File: src/rtl/full_handshake_rx_mc_if.sv
// Bundle of the per-channel 4-phase inbound links and the merged valid/ready output stream.
// master: the receiver block; slave: the TX-side peripherals plus the downstream consumer.
`timescale 1ns/1ps

interface full_handshake_rx_mc_if #(
    parameter int DW     = 32,
    parameter int NUM_CH = 4
);
    localparam int CH_W = (NUM_CH > 1) ? $clog2(NUM_CH) : 1;

    logic [NUM_CH-1:0]    req_i;
    logic [NUM_CH*DW-1:0] req_data_i;
    logic [NUM_CH-1:0]    ack_o;
    logic                 out_valid_o;
    logic [DW-1:0]        out_data_o;
    logic [CH_W-1:0]      out_ch_o;
    logic                 out_ready_i;
    logic [NUM_CH-1:0]    err_o;

    modport master (
        input  req_i, req_data_i, out_ready_i,
        output ack_o, out_valid_o, out_data_o, out_ch_o, err_o
    );

    modport slave (
        output req_i, req_data_i, out_ready_i,
        input  ack_o, out_valid_o, out_data_o, out_ch_o, err_o
    );
endinterface

File: src/rtl/full_handshake_rx_mc.sv
// Multi-channel 4-phase req/ack receiver merged into one valid/ready stream by a round-robin arbiter.
// Optional macro FULL_HS_RX_MC_TIMEOUT_EN adds per-channel sticky timeout flags on err_o.
`timescale 1ns/1ps

module full_handshake_rx_mc #(
    parameter int DW          = 32,
    parameter int NUM_CH      = 4,
    parameter int SYNC_STAGES = 2,
    parameter int TIMEOUT_CYC = 1024
) (
    input  logic                  clk_i,
    input  logic                  rst_i,
    full_handshake_rx_mc_if.master bus
);
    localparam int CH_W = (NUM_CH > 1) ? $clog2(NUM_CH) : 1;

    // One-hot state bit positions
    localparam int ST_IDLE = 0;
    localparam int ST_PEND = 1;
    localparam int ST_ACK  = 2;
    localparam logic [2:0] S_IDLE = 3'b001;
    localparam logic [2:0] S_PEND = 3'b010;
    localparam logic [2:0] S_ACK  = 3'b100;

    logic [NUM_CH-1:0]    req_s;
    logic [NUM_CH-1:0]    pend;
    logic [NUM_CH*DW-1:0] buf_flat;

    logic            out_valid_reg;
    logic [DW-1:0]   out_data_reg;
    logic [CH_W-1:0] out_ch_reg;
    logic [CH_W-1:0] rr_ptr_reg;

    logic            out_free;
    logic            grant_valid;
    logic [CH_W-1:0] grant_idx;

    genvar gi;
    generate
        for (gi = 0; gi < NUM_CH; gi++) begin : g_ch
            logic [SYNC_STAGES-1:0] sync_reg;
            logic [2:0]             st_reg;
            logic [2:0]             st_next;
            logic [DW-1:0]          buf_reg;
            logic                   granted;
            logic                   capture_w;
            logic                   pend_w;
            logic                   ack_w;

            always_ff @(posedge clk_i) begin
                if (rst_i) begin
                    sync_reg <= '0;
                end else begin
                    sync_reg <= {sync_reg[SYNC_STAGES-2:0], bus.req_i[gi]};
                end
            end
            assign req_s[gi] = sync_reg[SYNC_STAGES-1];

            assign granted = grant_valid && (grant_idx == CH_W'(gi));

            always_ff @(posedge clk_i) begin
                if (rst_i) begin
                    st_reg <= S_IDLE;
                end else begin
                    st_reg <= st_next;
                end
            end

            // Any non one-hot encoding falls back to IDLE
            always_comb begin
                st_next = st_reg;
                if (st_reg == S_IDLE) begin
                    if (req_s[gi]) st_next = S_PEND;
                end else if (st_reg == S_PEND) begin
                    if (granted) st_next = S_ACK;
                end else if (st_reg == S_ACK) begin
                    if (!req_s[gi]) st_next = S_IDLE;
                end else begin
                    st_next = S_IDLE;
                end
            end

            always_comb begin
                capture_w = st_reg[ST_IDLE] & req_s[gi];
                pend_w    = st_reg[ST_PEND];
                ack_w     = st_reg[ST_ACK];
            end

            always_ff @(posedge clk_i) begin
                if (rst_i) begin
                    buf_reg <= '0;
                end else if (capture_w) begin
                    buf_reg <= bus.req_data_i[gi*DW +: DW];
                end
            end

            assign pend[gi]                = pend_w;
            assign buf_flat[gi*DW +: DW]   = buf_reg;
            // The ACK state bit is itself the registered ack
            assign bus.ack_o[gi]           = ack_w;

`ifdef FULL_HS_RX_MC_TIMEOUT_EN
            localparam int TW = $clog2(TIMEOUT_CYC + 1);
            logic [TW-1:0] to_cnt_reg;
            logic          err_reg;

            always_ff @(posedge clk_i) begin
                if (rst_i) begin
                    to_cnt_reg <= '0;
                    err_reg    <= 1'b0;
                end else if (ack_w && req_s[gi]) begin
                    if (to_cnt_reg == TW'(TIMEOUT_CYC - 1)) begin
                        err_reg <= 1'b1;
                    end else begin
                        to_cnt_reg <= to_cnt_reg + 1'b1;
                    end
                end else begin
                    to_cnt_reg <= '0;
                end
            end
            assign bus.err_o[gi] = err_reg;
`else
            assign bus.err_o[gi] = 1'b0;
`endif
        end
    endgenerate

    assign out_free = !out_valid_reg || bus.out_ready_i;

    // First PEND channel at or after the rr pointer, wrapping
    always_comb begin
        int idx;
        idx         = 0;
        grant_valid = 1'b0;
        grant_idx   = '0;
        for (int k = 0; k < NUM_CH; k++) begin
            idx = int'(rr_ptr_reg) + k;
            if (idx >= NUM_CH) idx = idx - NUM_CH;
            if (out_free && !grant_valid && pend[idx]) begin
                grant_valid = 1'b1;
                grant_idx   = CH_W'(idx);
            end
        end
    end

    always_ff @(posedge clk_i) begin
        if (rst_i) begin
            out_valid_reg <= 1'b0;
            out_data_reg  <= '0;
            out_ch_reg    <= '0;
            rr_ptr_reg    <= '0;
        end else if (grant_valid) begin
            out_valid_reg <= 1'b1;
            out_data_reg  <= buf_flat[grant_idx*DW +: DW];
            out_ch_reg    <= grant_idx;
            rr_ptr_reg    <= (int'(grant_idx) == NUM_CH - 1) ? '0 : grant_idx + 1'b1;
        end else if (bus.out_ready_i) begin
            out_valid_reg <= 1'b0;
        end
    end

    assign bus.out_valid_o = out_valid_reg;
    assign bus.out_data_o  = out_data_reg;
    assign bus.out_ch_o    = out_ch_reg;
endmodule

File: src/flat_wrapper.sv
// flat-port wrapper written by rule: the top's interface ports become plain ports
module full_handshake_rx_mc_flat 
#(
    parameter int DW          = 32,
    parameter int NUM_CH      = 4,
    parameter int SYNC_STAGES = 2,
    parameter int TIMEOUT_CYC = 1024
)
  (clk_i, rst_i, bus_req_i, bus_req_data_i, bus_out_ready_i, bus_ack_o, bus_out_valid_o, bus_out_data_o, bus_out_ch_o, bus_err_o);
  full_handshake_rx_mc_if #(.DW(DW), .NUM_CH(NUM_CH)) bus_i ();
  input  logic clk_i;
  input  logic rst_i;
  input wire logic [$bits(bus_i.req_i)-1:0] bus_req_i;
  input wire logic [$bits(bus_i.req_data_i)-1:0] bus_req_data_i;
  input wire logic [$bits(bus_i.out_ready_i)-1:0] bus_out_ready_i;
  output wire logic [$bits(bus_i.ack_o)-1:0] bus_ack_o;
  output wire logic [$bits(bus_i.out_valid_o)-1:0] bus_out_valid_o;
  output wire logic [$bits(bus_i.out_data_o)-1:0] bus_out_data_o;
  output wire logic [$bits(bus_i.out_ch_o)-1:0] bus_out_ch_o;
  output wire logic [$bits(bus_i.err_o)-1:0] bus_err_o;
  assign bus_i.req_i = bus_req_i;
  assign bus_i.req_data_i = bus_req_data_i;
  assign bus_i.out_ready_i = bus_out_ready_i;
  assign bus_ack_o = bus_i.ack_o;
  assign bus_out_valid_o = bus_i.out_valid_o;
  assign bus_out_data_o = bus_i.out_data_o;
  assign bus_out_ch_o = bus_i.out_ch_o;
  assign bus_err_o = bus_i.err_o;
  full_handshake_rx_mc #(.DW(DW), .NUM_CH(NUM_CH), .SYNC_STAGES(SYNC_STAGES), .TIMEOUT_CYC(TIMEOUT_CYC)) u_core (.clk_i(clk_i), .rst_i(rst_i), .bus(bus_i));
endmodule
File: config.mk
export PLATFORM = sky130hd
export DESIGN_NAME = full_handshake_rx_mc_flat
export DESIGN_NICKNAME = d
export VERILOG_FILES = /design/src/rtl/full_handshake_rx_mc_if.sv /design/src/rtl/full_handshake_rx_mc.sv /design/src/flat_wrapper.sv
export SDC_FILE = /design/constraint.sdc
export NUM_CORES = 1
export LEC_CHECK = 0
export ABC_AREA = 1
export CAP_MARGIN = 15
export CORE_MARGIN = 10
export CORE_UTILIZATION = 46
export CTS_CLUSTER_DIAMETER = 100
export DETAILED_ROUTE_END_ITERATION = 8
export PLACE_DENSITY = 0.83
export RECOVER_POWER = 25
export SLEW_MARGIN = 20
export SYNTH_ARGS = -nofsm -noshare
export SYNTH_HDL_FRONTEND = slang
export SYNTH_SLANG_ARGS = --single-unit
File: constraint.sdc
create_clock -name clk_i -period 2.32 [get_ports clk_i]
set_clock_uncertainty 0.15 [all_clocks]
set_input_delay 0.464 -clock clk_i [delete_from_list [all_inputs] [get_ports clk_i]]
set_output_delay 0.464 -clock clk_i [all_outputs]
set_load 0.01 [all_outputs]
==> reports/summary.txt <==
Syn Std Cell Area: 0.00846 mm²
Min-delay src: u_core.g_ch[1].sync_reg[0]
Routed vias: 8,150
DR DRC count: 0
Total power: 15.0 mW
Initial antenna violation count: 0
Crit path required time: 2.50 ns
P&R area growth vs syn: 32.1%
Layout Nets: 1,461
Post-DR wirelength/cell: 16.6 µm
Final Hold Violating Endpoints: 0
Die height: 156 µm
Crit path kind: reg2reg
IO Count: 178
Pins Over Slew Limit: 0
CTS root buffer: clkbuf_16
CP top delay family: simple AND/OR/NAND/NOR gates
DIE WIDTH: 156 µm
Worst IR drop on VDD: 0.000808 V
Delay of the slowest cell on the worst path: 0.41 ns
CTS sink count: 185
Sequential share of the synthesized area: 43.8%
Status: finished, final reports clean
Avg Inst Size Synth: 7.19 µm²
Distinct cells, synth: 33
Routed WL: 26,000 µm
Hold WC Path Type: reg2reg
Routability cong.: 0.867
CTS H-tree depth: 4
Max Clock Freq: 454 MHz
Starting Density: 46.9%
Inserted Clock Buffers: 17
Crit-path cells: buf_4 -> nand2_1 -> nand2_1 -> nand2_2 -> nand2_4 -> nand4_2 -> nor2_4 -> nand2_2 -> nand2_4 -> buf_6 -> nand2_1 -> nand3_1 -> nand3_1 -> nand2_1 -> inv_1
Synth Register Bits: 185
Vias/cell: 5.20
Ratio of cells with drive above 1 in the final layout: 9.42%
CTS Buffer Depth: 2
First-pass GRT wire length: 40,000 µm
Worst path bufs/invs: 3
Core Rows: 49
Number of flip-flops in the largest register: 128
Die ar.: 0.0242 mm²
Final setup fails: 0
Synth area leaders: dfxtp_1 44%, o21ai_0 8.5%, inv_1 8.0%
Place WS: -0.319 ns
Post-synth top area share: 43.8%
CTS Hold Bufs: 0
Critical Path Most Common Cell: nand2_1
MaxCap Viol Count: 0
Largest net degree at the start of global routing: 89
GR Overflow Total: 0
Leakage Power: 4.91 nW
CTS clk-pin slew, worst paths: 0.07 ns
Final Cycle Share: 95.0%
Slew @ Worst Pin: 0.951 ns
Mapped Cells: 1,177
Vias in the first global route: 7,954
R2R Path Start: u_core.rr_ptr_reg[0]
Crit path DAT: 2.38 ns
Min Tclk post-route: 2.21 ns
Core Area: 0.0180 mm²
Worst setup SP type: flip-flop
DR iter-0 viols: 828
Critical Path Source: u_core.rr_ptr_reg[0]
Diodes inserted: 0
Crit-path max FO: 15
GR Util All Layers: 20.4%
PwrDens: 1340 mW/mm²
Skew-Pair Late Insertion Delay: 0.43 ns
Synth warn: 0
CTS tree: done
Min setup slack post-route: 0.115 ns
Fillers: 1,578
Pre-antenna DRT Iters: 5
Relative slew slack: 36.6%
Area leader, netlist: dfxtp_1
DP HPWL: 18,500 µm
Port Buffers: 173
CP Capture Type: flip-flop
Number of nets with antenna violations after routing: 0
Slowest CP cell: dfxtp_4
stage by stage:
| step | utilization [%] | instance area, µm² | std cells | hold slack, ns | TNS, ns |
|---|---|---|---|---|---|
| 2_1_floorplan | - | 8470 | 1180 | 0.238 | 0 |
| 3_3_place_gp | 57.8 | 10400 | 1529 | 0.241 | -9.61 |
| 3_5_place_dp | 57.8 | 10400 | 1529 | 0.251 | -10.99 |
| 4_1_cts | 61.2 | 11000 | 1561 | 0.261 | 0 |
| 5_1_grt | 62.0 | 11200 | 1567 | 0.269 | -0.00995 |
| 6_report | 62.0 | 11200 | 1567 | 0.255 | 0 |
final timing paths:
kind	end	slack, ns	depth (start not counted)
setup / recovery	u_core.bus.out_data_o[8]	0.11	15
hold / removal	u_core.g_ch[1].sync_reg[1]	0.25	2
setup reg to reg	u_core.bus.out_data_o[8]	0.11	15
hold reg to reg	u_core.g_ch[1].sync_reg[1]	0.25	2
synthesized netlist by cell type (all sizes together):
library cell	number
nor2	109
conb	1
inv	186
buf	49
clkbuf	38
o21ai	166
a21boi	1
nor3b	1
ha	1
nand3b	43
a31oi	2
a21oi	97
nand4	8
a211oi	1
nand3	128
o211ai	1
or2	2
nor3	8
dfxtp	185
nand2	150
report_power, final:
| part | internal, mW | switching [mW] | leakage, nW | total (mW) |
|---|---|---|---|---|
| combinational | 3.39 | 4.74 | 3.10 | 8.13 |
| clock | 1.76 | 1.24 | 0.283 | 3.00 |
| sequential | 3.60 | 0.253 | 1.52 | 3.85 |
worst register-to-register path, cell delays in order, from the launching register on:
cell	delay [ns]
dfxtp_4	0.41
buf_4	0.12
nand2_1	0.05
nand2_1	0.11
nand2_2	0.07
nand2_4	0.09
nand4_2	0.13
nor2_4	0.12
nand2_2	0.11
nand2_4	0.16
buf_6	0.19
nand2_1	0.07
nand3_1	0.10
nand3_1	0.08
nand2_1	0.09
inv_1	0.04
layout by cell type (no fill, tap or decap), drive strengths merged, types with 2 or more instances in the layout:
cell type | Yosys | final
or2 | 2 | 2
clkbuf | 38 | 26
clkdlybuf4s50 | 0 | 172
nand3b | 43 | 43
a21oi | 97 | 97
conb | 1 | 4
o21ai | 166 | 166
dfxtp | 185 | 185
bufinv | 0 | 3
nor3 | 8 | 8
clkinvlp | 0 | 5
a31oi | 2 | 2
clkinv | 0 | 2
nand3 | 128 | 128
inv | 186 | 186
nand2 | 150 | 150
nor2 | 109 | 109
nand4 | 8 | 8
buf | 49 | 36
cell families after synthesis:
kind of cell | synth area share, %
adder cells (fa/ha/maj) | 0.148
flip-flops | 43.8
AO/OA/AOI/OAI | 16.0
buffers and inverters | 13.9
AND/OR/NAND/NOR | 26.1
other | 0.0443
area by class of cell:
class	instances	area, µm²	share of cell area (%)
repair buffers	213	2240	20.0
inverters	186	704	6.30
multi-input cells	722	3630	32.5
well taps	229	287	2.56
flip-flops and latches	185	3710	33.2
clock inverters	10	143	1.28
clock buffers	22	464	4.15
what timing repair did:
| action | in CTS | in global routing |
|---|---|---|
| gates resized for setup | 1 | 19 |
| setup buffers | 0 | 2 |
| pin swaps | 0 | 3 |
| endpoints found under the setup margin | 15 | 41 |
| cloned | 0 | 4 |
per-layer routing:
metal  vias to the layer above  GRT usage, %  routed length [µm]
met5                         -             0                   0
met4                         0          6.19                 529
met3                        33          6.04                2100
met2                       297          35.6               13000
met1                      3771          23.6               10300
li1                       4049             -                   -
No activity file was read; power rests on OpenSTA's default activity.
